<file path="config.mk">
export PLATFORM = sky130hd
export DESIGN_NAME = ntt_pointwise_mul
export DESIGN_NICKNAME = d
export VERILOG_FILES = /design/src/rtl/ntt_pointwise_mul.sv
export SDC_FILE = /design/constraint.sdc
export NUM_CORES = 2
export LEC_CHECK = 0
export ABC_AREA = 1
export ABC_CLOCK_PERIOD_IN_PS = 24400
export CAP_MARGIN = 20
export CORE_ASPECT_RATIO = 0.8
export CORE_MARGIN = 5
export CORE_UTILIZATION = 43
export DETAILED_ROUTE_END_ITERATION = 12
export GPL_ROUTABILITY_DRIVEN = 0
export GPL_TIMING_DRIVEN = 0
export PLACE_DENSITY = 0.66
export SYNTH_ARGS = -nofsm -noshare
export SYNTH_HDL_FRONTEND = slang
export SYNTH_SLANG_ARGS = --single-unit
</file>
<file path="constraint.sdc">
create_clock -name clk -period 24.4 [get_ports clk]
set_input_delay 6.1 -clock clk [delete_from_list [all_inputs] [get_ports clk]]
set_output_delay 6.1 -clock clk [all_outputs]
set_load 0.005 [all_outputs]
</file>
<file path="src/rtl/ntt_pointwise_mul.sv">
// rtl/ntt_pointwise_mul.sv - NTT-domain pointwise multiply c[i] = a[i]*b[i] mod 8380417
module ntt_pointwise_mul #(
    parameter int BIT_LEN = 23,
    parameter int Q       = 8380417,
    parameter int N       = 256
) (
    input  logic               clk,
    input  logic               reset,
    input  logic               PWM_en,
    input  logic [BIT_LEN-1:0] PWM_a_din,
    input  logic [BIT_LEN-1:0] PWM_b_din,
    output logic [7:0]         PWM_rd_addr,
    output logic               PWM_wen,
    output logic [7:0]         PWM_wr_addr,
    output logic [BIT_LEN-1:0] PWM_dout,
    output logic               PWM_busy,
    output logic               PWM_done
);

    localparam int PW = 2 * BIT_LEN;
    localparam logic [7:0] LAST = 8'(N - 1);

    typedef enum logic [1:0] {
        S_IDLE  = 2'd0,
        S_RUN   = 2'd1,
        S_DRAIN = 2'd2,
        S_DONE  = 2'd3
    } state_t;

    state_t state_q, state_d;
    logic [7:0] cnt_q, cnt_d;

    logic               rv_q, rv_d;
    logic [7:0]         ra_q, ra_d;
    logic               p1_v_q, p1_v_d;
    logic [7:0]         p1_addr_q, p1_addr_d;
    logic [BIT_LEN-1:0] p1_a_q, p1_a_d;
    logic [BIT_LEN-1:0] p1_b_q, p1_b_d;
    logic               p2_v_q, p2_v_d;
    logic [7:0]         p2_addr_q, p2_addr_d;
    logic [PW-1:0]      p2_prod_q, p2_prod_d;
    logic               wen_q, wen_d;
    logic [7:0]         wr_addr_q, wr_addr_d;
    logic [BIT_LEN-1:0] dout_q, dout_d;

    logic [22:0] h1, l1, l2, l3;
    logic [36:0] f1;
    logic [13:0] h2;
    logic [27:0] f2;
    logic [4:0]  h3;
    logic [23:0] f3;
    logic [22:0] red;

    always_ff @(posedge clk or negedge reset) begin
        if (!reset) begin
            state_q   <= S_IDLE;
            cnt_q     <= '0;
            rv_q      <= 1'b0;
            ra_q      <= '0;
            p1_v_q    <= 1'b0;
            p1_addr_q <= '0;
            p1_a_q    <= '0;
            p1_b_q    <= '0;
            p2_v_q    <= 1'b0;
            p2_addr_q <= '0;
            p2_prod_q <= '0;
            wen_q     <= 1'b0;
            wr_addr_q <= '0;
            dout_q    <= '0;
        end else begin
            state_q   <= state_d;
            cnt_q     <= cnt_d;
            rv_q      <= rv_d;
            ra_q      <= ra_d;
            p1_v_q    <= p1_v_d;
            p1_addr_q <= p1_addr_d;
            p1_a_q    <= p1_a_d;
            p1_b_q    <= p1_b_d;
            p2_v_q    <= p2_v_d;
            p2_addr_q <= p2_addr_d;
            p2_prod_q <= p2_prod_d;
            wen_q     <= wen_d;
            wr_addr_q <= wr_addr_d;
            dout_q    <= dout_d;
        end
    end

    always_comb begin
        state_d = state_q;
        case (state_q)
            S_IDLE:  if (PWM_en) state_d = S_RUN;
            S_RUN:   if (cnt_q == LAST) state_d = S_DRAIN;
            S_DRAIN: if (wen_q && (wr_addr_q == LAST)) state_d = S_DONE;
            S_DONE:  state_d = S_IDLE;
            default: state_d = S_IDLE;
        endcase
    end

    // Counter stops at LAST so it never wraps; cleared on the way back to IDLE.
    always_comb begin
        cnt_d = cnt_q;
        if ((state_q == S_RUN) && (cnt_q != LAST)) begin
            cnt_d = cnt_q + 8'd1;
        end else if (state_q == S_DONE) begin
            cnt_d = '0;
        end
    end

    always_comb begin
        PWM_rd_addr = ((state_q == S_RUN) || (state_q == S_DRAIN)) ? cnt_q : 8'd0;
        PWM_busy    = (state_q != S_IDLE);
        PWM_done    = (state_q == S_DONE);
        PWM_wen     = wen_q;
        PWM_wr_addr = wr_addr_q;
        PWM_dout    = dout_q;
    end

    // rv/ra track the one-cycle RAM read latency so each slot carries its address.
    always_comb begin
        rv_d      = (state_q == S_RUN);
        ra_d      = cnt_q;
        p1_v_d    = rv_q;
        p1_addr_d = ra_q;
        p1_a_d    = PWM_a_din;
        p1_b_d    = PWM_b_din;
        p2_v_d    = p1_v_q;
        p2_addr_d = p1_addr_q;
        p2_prod_d = PW'(p1_a_q) * PW'(p1_b_q);
    end

    // Repeated folding with 2^23 = 2^13 - 1 (mod Q): 46 -> 37 -> 28 -> 24 bits, then < 2Q.
    always_comb begin
        h1  = p2_prod_q[45:23];
        l1  = p2_prod_q[22:0];
        f1  = 37'({h1, 13'd0}) - 37'(h1) + 37'(l1);
        h2  = f1[36:23];
        l2  = f1[22:0];
        f2  = 28'({h2, 13'd0}) - 28'(h2) + 28'(l2);
        h3  = f2[27:23];
        l3  = f2[22:0];
        f3  = 24'({h3, 13'd0}) - 24'(h3) + 24'(l3);
        red = (f3 >= 24'(Q)) ? 23'(f3 - 24'(Q)) : f3[22:0];
    end

    always_comb begin
        wen_d     = p2_v_q;
        wr_addr_d = wr_addr_q;
        dout_d    = dout_q;
        if (p2_v_q) begin
            wr_addr_d = p2_addr_q;
            dout_d    = BIT_LEN'(red);
        end
    end

endmodule

</file>
==> metrics.md <==
| Metric | Value |
|---|---|
| GRT Residual Overflow | `0` |
| Layout cells sized above 1 | `2.233%` |
| Port Buffers | `90` |
| Setup Total Neg Slack | `0 ps` |
| Area of the multi-input gates | `20,590 sq um` |
| Setup Skew | `12.80 ps` |
| N_diodes | `0` |
| Rows | `84` |
| Final ANT Viol Nets | `0` |
| Compound-Gate Fraction of Synth Area | `5.409%` |
| Simple-Gate Fraction of Synth Area | `17.95%` |
| #FFs+latches synth | `161` |
| Max Cap Viol | `0` |
| CP Buf/Inv Count | `5` |
| Hpwl dp | `65.81 mm` |
| Largest family of logic cells by synthesized area | `adder cells` |
| Setup bufs post-CTS | `0` |
| Post-synthesis mux area share | `0%` |
| Clk Latency, worst-skew pair | `480 ps` |
| DRC Markers | `0` |
| Core Area | `65,480 sq um` |
| CP peak stage delay | `520 ps` |
| Post_cts resized | `0` |
| CP Launch Type | `flip-flop` |
| Seq/Total Area, Yosys | `14.22%` |
| Final Max Slew Viols | `0` |
| Final period util | `40.50%` |
| Post-layout utilization of the core | `47.22%` |
| First-pass GRT wire length | `124.3 mm` |
| RSZ-0062 raised after global routing | `no` |
| FMAX | `101.2 MHz` |
| Final min period | `9882 ps` |
| Slew margin rel. | `25.27%` |
| Worst path slowest cell | `xnor2_1` |
| Post-cts hold buffer count | `0` |
| WP data required | `24,770 ps` |
| Fillers | `6,436` |
| CP top delay family | `compound AO/OA/AOI/OAI gates` |
| Syn avg cell area | `7.979 sq um` |
| IO Pins | `91` |
| Root Buffer | `clkbuf_16` |
| Initial DRT Pass Iterations | `5` |
| Routed wire length | `77.97 mm` |
| Bufs on Longest Clock Path | `2` |
| All-Layer GR Usage | `22.38%` |
| Clock transition at path regs | `70 ps` |
| Register area | `4029 sq um` |
| DRT iter0 DRCs | `1,786` |
| Avg WL per Cell | `17.20 um` |
| HP Start | `p1_addr_q[6]$_DFF_PN0_` |
| CTS buffer count | `17` |
| Post-Syn Instances | `3,551` |
| Yosys warnings | `0` |
| Syn nets | `4,350` |
| Chip height | `239.6 um` |
| Hold Crit Endpoint | `p2_addr_q[6]$_DFF_PN0_` |
| Crit end category | `flip-flop` |
| Final setup vio count | `0` |
| Die Wd | `297 um` |
| Vias in the first global route | `22,445` |
| Critical path fanouts, max | `10` |
| Worst slew pin tran | `1121 ps` |
| WHS | `346.8 ps` |
| Via count | `22,880` |
| R2R Setup Slk | `14,520 ps` |
| Hold depth | `0` |
| Die area | `71,160 sq um` |
| Crit path DAT | `10,250 ps` |
| Htree depth | `4` |
| Syn Std Cell Area | `28,330 sq um` |
| Synth unique cells | `55` |
| Starting Density | `43.27%` |
| FF-to-FF path depth | `51` |
| Initial antenna violation count | `1` |
| Largest net degree at the start of global routing | `92` |
| Setup crit start | `p2_prod_q[27]$_DFF_PN0_` |
| CTS tree | `done` |
| Worst Hold Class | `flip-flop to flip-flop` |
| Run status | `complete, no violations` |
| Layout area overhead | `9.119%` |
| Reg-to-reg endpoint | `PWM_dout[4]$_DFFE_PN0P_` |
| Synth Area in XOR/XNOR | `4.235%` |
| Clock sink total | `161` |
| Layout Nets | `4,460` |
| Post-DR vias/cell | `5.047` |
| Crit Path Category | `flip-flop to flip-flop` |
| Final hold vios | `0` |
| Post-Synth Adder-Cell Area | `45.07%` |
| Crit path top cell by count | `nand2_1` |
| Start of the worst register-to-register path | `p2_prod_q[27]$_DFF_PN0_` |
## sequential cells by signal, indices dropped and copies added (netlist names)
| register | cells |
|---|---|
| p1_v_d | 1 |
| p1_addr_q | 8 |
| p1_b_q | 23 |
| p2_prod_q | 46 |
| state_q | 2 |
| p1_v_q | 1 |
| PWM_dout | 23 |
| p2_v_q | 1 |
| p2_addr_q | 8 |
| p1_addr_d | 8 |
| p1_a_q | 23 |
| PWM_wr_addr | 8 |
| cnt_q | 8 |
| PWM_wen | 1 |
## cell families after synthesis
| logic type | count (synthesis) |
|---|---|
| buffers and inverters | 983 |
| AND/OR/NAND/NOR | 1255 |
| AO/OA/AOI/OAI | 265 |
| adder cells (fa/ha/maj) | 750 |
| XOR/XNOR | 137 |
| flip-flops | 161 |
## cell type report
type | count | share of cell area, %
inverter | 878 | 10.66
tap | 860 | 3.480
clock inverter | 14 | 0.4816
timing repair buffer | 91 | 3.019
clock buffer | 17 | 1.376
sequential | 161 | 13.03
buffer | 105 | 1.368
multi-input combinational | 2407 | 66.59
## Yosys cell counts (all sizes together)
cell	number	area (sq um)
and2	1	6.260
nor4	5	31.28
a21oi	130	658.1
o211a	1	10.01
and3	1	6.260
ha	299	3741
a21o	9	67.56
o2111ai	1	8.760
nor3	12	70.07
a2111oi	1	8.760
buf	9	62.55
xnor2	47	411.6
dfrtp	161	4029
fa	451	9029
o22ai	2	12.51
a22o	1	8.760
or2	3	18.77
o21bai	13	97.59
nor2	123	503.0
a221o	1	10.01
a32o	1	10.01
nand2	995	3785
nand3b	9	67.56
o21a	8	60.06
inv	878	3296
o41ai	1	8.760
o21ai	65	340.3
a21boi	9	67.57
o31ai	5	37.54
nand4	15	108.9
o211ai	2	15.01
o221ai	3	26.28
clkbuf	96	360.4
nand3	91	488.0
a31o	2	17.52
a221oi	2	17.52
xor2	90	788.3
a31oi	8	50.05
## cell usage in the layout (no fill, tap or decap), types with 8 or more instances in the layout
cell type / n
a21o_1: 9
a21oi_1: 128
a31oi_1: 8
clkbuf_1: 96
clkbuf_16: 17
clkdlybuf4s50_1: 89
dfrtp_1: 161
fa_1: 451
ha_1: 299
inv_1: 876
nand2_1: 981
nand2_2: 11
nand3_1: 86
nand3b_1: 9
nand4_1: 14
nor2_1: 116
nor3_1: 10
o21a_1: 8
o21ai_0: 52
o21ai_1: 11
o21bai_1: 13
xnor2_1: 47
xor2_1: 90
## per-layer routing
metal  wire, um  vias up  global-route usage [%]
met3       7611      114                   5.455
met1      35940    11184                   33.28
met5          0        -                       0
met4       2100        0                   6.294
li1           -    10723                       -
met2      32310      859                   32.60
## how the worst max path moves through the flow
stage | endpoint | slack [ps] | depth (start not counted)
floorplan | PWM_dout[18]$_DFFE_PN0P_ | 16540 | 56
global placement | p1_a_q[12]$_DFF_PN0_ | 10470 | 1
detailed placement | PWM_dout[4]$_DFFE_PN0P_ | 14730 | 53
CTS | PWM_dout[4]$_DFFE_PN0P_ | 14700 | 53
global route | PWM_dout[6]$_DFFE_PN0P_ | 13560 | 53
finish | PWM_dout[4]$_DFFE_PN0P_ | 14520 | 51
## through the flow
step                worst slack (ps)  cells  instance area [sq um]
global route                   13560   4533                  30920
floorplan                      16540   3551                  28330
detailed placement             14730   4502                  30340
finish                         14520   4533                  30920
CTS                            14700   4533                  30920
global placement               10470   4501                  30310
Power is not shown: default switching activity piles up to over one toggle a cycle in this logic, so the estimate is an artifact.
